<file path="src/rtl/key_parser_pkg.sv">
`default_nettype none
// +--------------------------------------------------------------------+
// | Package  : key_parser_pkg                                          |
// | Purpose  : Shared constants, state encoding and word-count helper  |
// |            for the masked-value serial unloader key_parser_out.    |
// | Revision : 1.0 - initial release                                   |
// +--------------------------------------------------------------------+
package key_parser_pkg;

  localparam int WORD_W          = 32;
  localparam int SHARE_W         = 128;
  localparam int WORDS_PER_SHARE = SHARE_W / WORD_W;

  // IDLE waits for a capture request, SEND streams the buffer out
  typedef enum logic [0:0] {
    IDLE = 1'b0,
    SEND = 1'b1
  } state_t;

  // Number of 32-bit words emitted for a d-share value
  function automatic int total_words(input int d);
    return WORDS_PER_SHARE * d;
  endfunction

endpackage
`default_nettype wire

</file>
<file path="src/rtl/key_parser_out.sv">
`default_nettype none
// +--------------------------------------------------------------------+
// | Module   : key_parser_out                                          |
// | Purpose  : Captures a 128*D-bit shared value and unloads it as     |
// |            32-bit words under a valid/ready handshake, in the      |
// |            inverse order of the 32-bit key/share serial loader.    |
// | Option   : KEY_PARSER_OUT_ZEROIZE_EN - buffer shifts in zeros and  |
// |            sdo reads 0 while not valid (no share residue).         |
// | Revision : 1.0 - initial release                                   |
// +--------------------------------------------------------------------+
module key_parser_out
  import key_parser_pkg::*;
#(
  parameter int D = 2
) (
  input  logic                 clk,
  input  logic                 rst_n,
  input  logic [SHARE_W*D-1:0] i_data,
  input  logic                 i_load,
  output logic [WORD_W-1:0]    o_sdo,
  output logic                 o_sdo_valid,
  input  logic                 i_sdo_ready,
  output logic                 o_busy,
  output logic                 o_done
);

  localparam int BUF_W   = SHARE_W * D;
  localparam int N_WORDS = total_words(D);
  localparam int CNT_W   = $clog2(N_WORDS);
  localparam logic [CNT_W-1:0] C_LAST = CNT_W'(N_WORDS - 1);

  state_t             r_state;
  state_t             w_state_nxt;
  logic [BUF_W-1:0]   r_buf;
  logic [CNT_W-1:0]   r_cnt;
  logic [WORD_W-1:0]  r_sdo;
  logic               r_done;

  logic [BUF_W-1:0]   w_reord;
  logic [BUF_W-1:0]   w_buf_shift;
  logic [WORD_W-1:0]  w_next_top;
  logic               w_start;
  logic               w_hs;
  logic               w_last;

  // Reorder network: emission slot k sits at the top of the buffer minus 32*k.
  // Slot k walks word index w from 3 down to 0, and shares D-1 down to 0 within each w.
  for (genvar w = 0; w < WORDS_PER_SHARE; w++) begin : g_word
    for (genvar s = 0; s < D; s++) begin : g_share
      localparam int K = (WORDS_PER_SHARE - 1 - w) * D + (D - 1 - s);
      assign w_reord[BUF_W-1-WORD_W*K -: WORD_W] = i_data[SHARE_W*s + WORD_W*w +: WORD_W];
    end
  end

  // Word that becomes visible after the current one is accepted
  assign w_next_top = r_buf[BUF_W-WORD_W-1 -: WORD_W];

`ifdef KEY_PARSER_OUT_ZEROIZE_EN
  assign w_buf_shift = {r_buf[BUF_W-WORD_W-1:0], {WORD_W{1'b0}}};
`else
  assign w_buf_shift = {r_buf[BUF_W-WORD_W-1:0], r_buf[BUF_W-1 -: WORD_W]};
`endif

  // State register
  always_ff @(posedge clk or negedge rst_n) begin
    if (!rst_n) r_state <= IDLE;
    else        r_state <= w_state_nxt;
  end

  // Next-state decode plus start / handshake / final-word strobes
  always_comb begin
    w_state_nxt = r_state;
    w_start     = 1'b0;
    w_hs        = 1'b0;
    w_last      = 1'b0;
    case (r_state)
      IDLE: begin
        if (i_load) begin
          w_start     = 1'b1;
          w_state_nxt = SEND;
        end
      end
      SEND: begin
        w_hs = i_sdo_ready;
        if (i_sdo_ready && (r_cnt == C_LAST)) begin
          w_last      = 1'b1;
          w_state_nxt = IDLE;
        end
      end
      default: w_state_nxt = IDLE;
    endcase
  end

  // Buffer capture/shift, word counter, output word register and done pulse
  always_ff @(posedge clk or negedge rst_n) begin
    if (!rst_n) begin
      r_buf  <= '0;
      r_cnt  <= '0;
      r_sdo  <= '0;
      r_done <= 1'b0;
    end else begin
      r_done <= w_last;
      if (w_start) begin
        r_buf <= w_reord;
        r_cnt <= '0;
        r_sdo <= w_reord[BUF_W-1 -: WORD_W];
      end else if (w_hs) begin
        r_buf <= w_buf_shift;
        // Counter parks on the final index instead of wrapping; load clears it
        if (!w_last) r_cnt <= r_cnt + CNT_W'(1);
`ifdef KEY_PARSER_OUT_ZEROIZE_EN
        if (w_last) r_sdo <= '0;
        else        r_sdo <= w_next_top;
`else
        // The last emitted word stays on sdo once the transfer ends
        if (!w_last) r_sdo <= w_next_top;
`endif
      end
    end
  end

  assign o_sdo       = r_sdo;
  assign o_sdo_valid = (r_state == SEND);
  assign o_busy      = (r_state == SEND);
  assign o_done      = r_done;

endmodule
`default_nettype wire

</file>
<file path="config.mk">
export PLATFORM = sky130hd
export DESIGN_NAME = key_parser_out
export DESIGN_NICKNAME = d
export VERILOG_FILES = /design/src/rtl/key_parser_pkg.sv /design/src/rtl/key_parser_out.sv
export SDC_FILE = /design/constraint.sdc
export NUM_CORES = 1
export LEC_CHECK = 0
export CORE_MARGIN = 1.5
export CORE_UTILIZATION = 35
export CTS_CLUSTER_SIZE = 24
export DETAILED_ROUTE_END_ITERATION = 16
export PLACE_DENSITY = 0.58
export SKIP_CTS_REPAIR_TIMING = 1
export SYNTH_ARGS = -nofsm -noshare
export SYNTH_HDL_FRONTEND = slang
export SYNTH_SLANG_ARGS = --single-unit
</file>
<file path="constraint.sdc">
create_clock -name clk -period 2 [get_ports clk]
set_clock_uncertainty 0.1 [all_clocks]
set_input_delay 0.2 -clock clk [delete_from_list [all_inputs] [get_ports clk]]
set_output_delay 0.2 -clock clk [all_outputs]
set_load 0.005 [all_outputs]
</file>
Yosys cells after proc, flatten, opt, wreduce, memory -nomap -nowiden. Cells that the tools add are included.

Register bits after elaboration: 293. Output and inout bits: 35. Logic and storage cells: 27.

Add/sub/neg operators: 1. Eq/ne operators: 2. Mux-type cells: 15. Bitwise operators: 1. Reductions and logical operators: 3.

Operator list (count): 256-bit 2-to-1 mux (2); 32-bit 2-to-1 mux (3); 3-bit 2-to-1 mux (3); 1-bit 2-to-1 mux (6); 3-bit by 1-bit adder with 3-bit output, second input constant (1); 3-bit equality test, second input constant (1); 2-bit inequality test, second input constant (1); 1-bit one-hot mux with 2 select lines (1); 2-bit AND reduction (1); 2-bit nonzero test (1); 1-bit logical AND (1); 1-bit NOT (1).

Logic depth before layout (Yosys ltp).
Word-level depth: 7. Depth in mapped cells: 7.

Least setup slack after synthesis. OpenSTA, ideal clock, no wires.

Kind: flip-flop to flip-flop. From: register r_cnt[0]. To: register r_sdo[2] (netlist: o_sdo[2]). Arrival: 1.413 ns. Path slack: 0.405 ns. Stages on the path, launching flop included: 7. Path buffers: 1. Period minus slack after synthesis: 1.595 ns. Cells stage by stage: dfrtp_1 > ha_1 > ha_1 > inv_1 > clkbuf_1 > a211oi_1 > a31oi_1.

Word-level cells in the longest chain between the ends: 6.

Ends and longest elaborated chain: start: declaration (line key_parser_out.sv:35) `logic [CNT_W-1:0] r_cnt;`; start signal: assignment (line key_parser_out.sv:110) `if (!w_last) r_cnt <= r_cnt + CNT_W'(1);`; 3-bit equality test (line key_parser_out.sv:85) `if (i_sdo_ready && (r_cnt == C_LAST)) begin`; 1-bit logical AND (line key_parser_out.sv:85); 1-bit 2-to-1 mux (line key_parser_out.sv:85); 1-bit 2-to-1 mux (line key_parser_out.sv:76) `case (r_state)`; 2-bit inequality test (no source line); 2-bit AND reduction (no source line); end signal: assignment (line key_parser_out.sv:106) `r_sdo <= w_reord[BUF_W-1 -: WORD_W];`; end signal: assignment (line key_parser_out.sv:116) `if (!w_last) r_sdo <= w_next_top;`; end: declaration (line key_parser_out.sv:36) `logic [WORD_W-1:0] r_sdo;`.

Every way passes these cells. A chain may end at the register's enable or synchronous reset.

Worst setup path after layout.
From: register r_state (netlist: o_busy). To: output o_sdo_valid.

RTL lines: start: declaration (line key_parser_out.sv:32) `state_t r_state;`; start signal: assignment (line key_parser_out.sv:67) `else r_state <= w_state_nxt;`; end: declaration (line key_parser_out.sv:21) `output logic o_sdo_valid,`.

No word-level cell between the ends.

==> out/qor.csv <==
metric,value,unit
outcome,completed,
Routed WL,41.04,mm
first-pass GRT wire length,62.21,mm
Crit path max-delay family,buffers and inverters,
critical path arrival,1.53,ns
"Clk Latency, worst-skew pair",0.52,ns
# rows,69,
Via density,5.078,
total core area,35480,um^2
placer congestion estimate,0.8349,
Critical Path Start Type,flip-flop,
gr usage total,22.09,%
DRT iter0 DRCs,798,
Final setup viols,0,
hold slack,0.1098,ns
"commonest cells after routing, fill and taps aside","514 x nand2_1, 293 x clkdlybuf4s50_1, 292 x dfrtp_1, 224 x a22oi_1, 43 x buf_4",
Final Slew Violations,0,
post-DR wirelength/cell,19.83,um
Crit Path Class,flip-flop to primary output,
setup_tns,0,ns
RSZ-0062 raised after global routing,false,
largest net degree at the start of global routing,63,
Rel. slew slack,70.15,%
"Slowest-stage cell, CP",clkdlybuf4s50_1,
antenna violations before repair,11,
Fin. Hold Viols,0,
CTS buffer count,36,
worst path required time,1.70,ns
fraction of layout cells with a size suffix above 1,7.572,%
Yosys Warn Count,0,
Synth Cell Area,12580,um^2
Yosys cell types,22,
post-synthesis instance total,1282,
effective utilization at floorplan,35.46,%
area delta synth->final,38.95,%
Tmin final,1.829,ns
TritonCTS clock tree,yes,
maximum level of the CTS H-tree,2,
Die Y-Extent,192.6,um
nets,1838,
die area,37090,um^2
crit-path cells,clkdlybuf4s50_1,
"most common cell after layout, fill and taps aside",nand2_1,
crit path capture type,primary output,
CTS Buffer Depth,3,
Synth Net Count,1544,
Sink Count,293,
VDD IR max,0.0006578,V
Max stage delay on crit path,0.54,ns
fmax,546.7,MHz
Hold Path Class,input port to asynchronous set/reset pin,
power per cell area,1327,nW/um^2
routed vias,10510,
Buf/Inv on CP,1,
port bufs,294,
overall overflow remaining after global route,0,
DRC Markers,0,
Seq cells post-synth,293,
Post-DP HPWL,29.24,mm
CTS Root Cell,clkbuf_16,
P_leak,8.244,nW
"antenna viol nets, final",0,
Clock transition at path regs,0.05,ns
TritonRoute pass-1 iters,5,
post-route clock period utilization,91.45,%
sequential area share after synthesis,58.28,%
Die X,192.6,um
vias in the first global route,10630,
mean post-synth cell area,9.813,um^2
Max Cap Viol,0,
pin slew with the least headroom to its limit,0.4477,ns
IO Count,295,
number of placed cells counting well taps,1998,
fin cells,2070,
highest net fanout along the worst path,8,
[synthesized netlist by cell type]
library cell  number  area share (%)
mux2i_4            1            0.18
dfrtp_1          293              58
buf_2             67             2.7
nand2b_1           1           0.050
buf_6              4            0.36
clkbuf_4           2            0.12
nand2_1          515              15
a31oi_1           32             1.6
a21oi_1            1           0.040
a22oi_1          224              13
buf_4             18             1.1
and2_1             1           0.050
a211oi_1          32             1.9
inv_1              3           0.090
o21ai_2            1           0.070
nor2b_1            1           0.050
mux2i_1           34             2.7
nor2_1             3           0.090
clkbuf_1          13            0.39
or3_1              1           0.050
ha_1               2            0.20
o21ai_0           33             1.3
[sequential cells by signal, indices dropped and copies added, names as in the netlist]
| register | cells |
|---|---|
| r_cnt | 3 |
| o_sdo | 32 |
| o_busy | 1 |
| o_done | 1 |
| r_buf | 256 |
[kinds of logic after synthesis]
family                     count (synthesis)  share of synthesized area, %
buffers and inverters                    107                         4.694
DFF                                      293                         58.28
adders and majority gates                  2                        0.1989
and+or+nand+nor                          522                         15.65
muxes                                     35                         2.884
AOI/OAI and AO/OA                        323                         18.29
[power breakdown]
group	internal (mW)	switching, mW	leakage (nW)	total (mW)
clock network	3.92	2.47	0.556	6.39
registers	8.42	1.86	3.80	10.3
logic	3.26	3.27	3.89	6.53
total	15.6	7.60	8.24	23.2
[through the flow]
step / setup WS (ns) / power [mW] / cell area [um^2] / utilization (%)
floorplan: 0.4054 / 13.50 / 12580 / -
finish: 0.1709 / 23.20 / 17480 / 49.26
global route: 0.1113 / 24.77 / 17480 / 49.26
detailed placement: 0.05914 / 16.84 / 16300 / 45.94
global placement: 0.09031 / 16.63 / 16300 / 45.94
CTS: 0.01903 / 23.38 / 17440 / 49.16
[metal layers]
layer | part of all wire (%) | GRT usage, % | vias up
met5 | 0 | 0 | -
met4 | 2.5 | 7.871 | 0
met3 | 4.9 | 3.255 | 59
met2 | 43 | 29.98 | 302
met1 | 50 | 35.00 | 5099
li1 | - | - | 5052
[path summary, 6_finish.rpt]
kind                              from     endpoint  slack, ns  depth (start not counted)
max reg2reg                     o_busy    r_buf[51]       0.30                          5
min                              rst_n   r_buf[237]       0.11                          2
min in group clk           i_data[224]     o_sdo[0]       0.17                          3
max in group asynchronous        rst_n   r_buf[218]       0.97                          3
max                             o_busy  o_sdo_valid       0.17                          1
min reg2reg                 r_buf[108]   r_buf[108]       0.37                          2
[layout make-up]
class,count,area [um^2]
multi-input combinational,882,4671
clock inverter,8,117.6
timing repair buffer,360,3721
sequential,293,7333
fill,3318,18000
inverter,3,11.26
tap,461,576.8
clock buffer,52,1022
antenna,11,27.53
No activity file was read; power rests on OpenSTA's default activity.
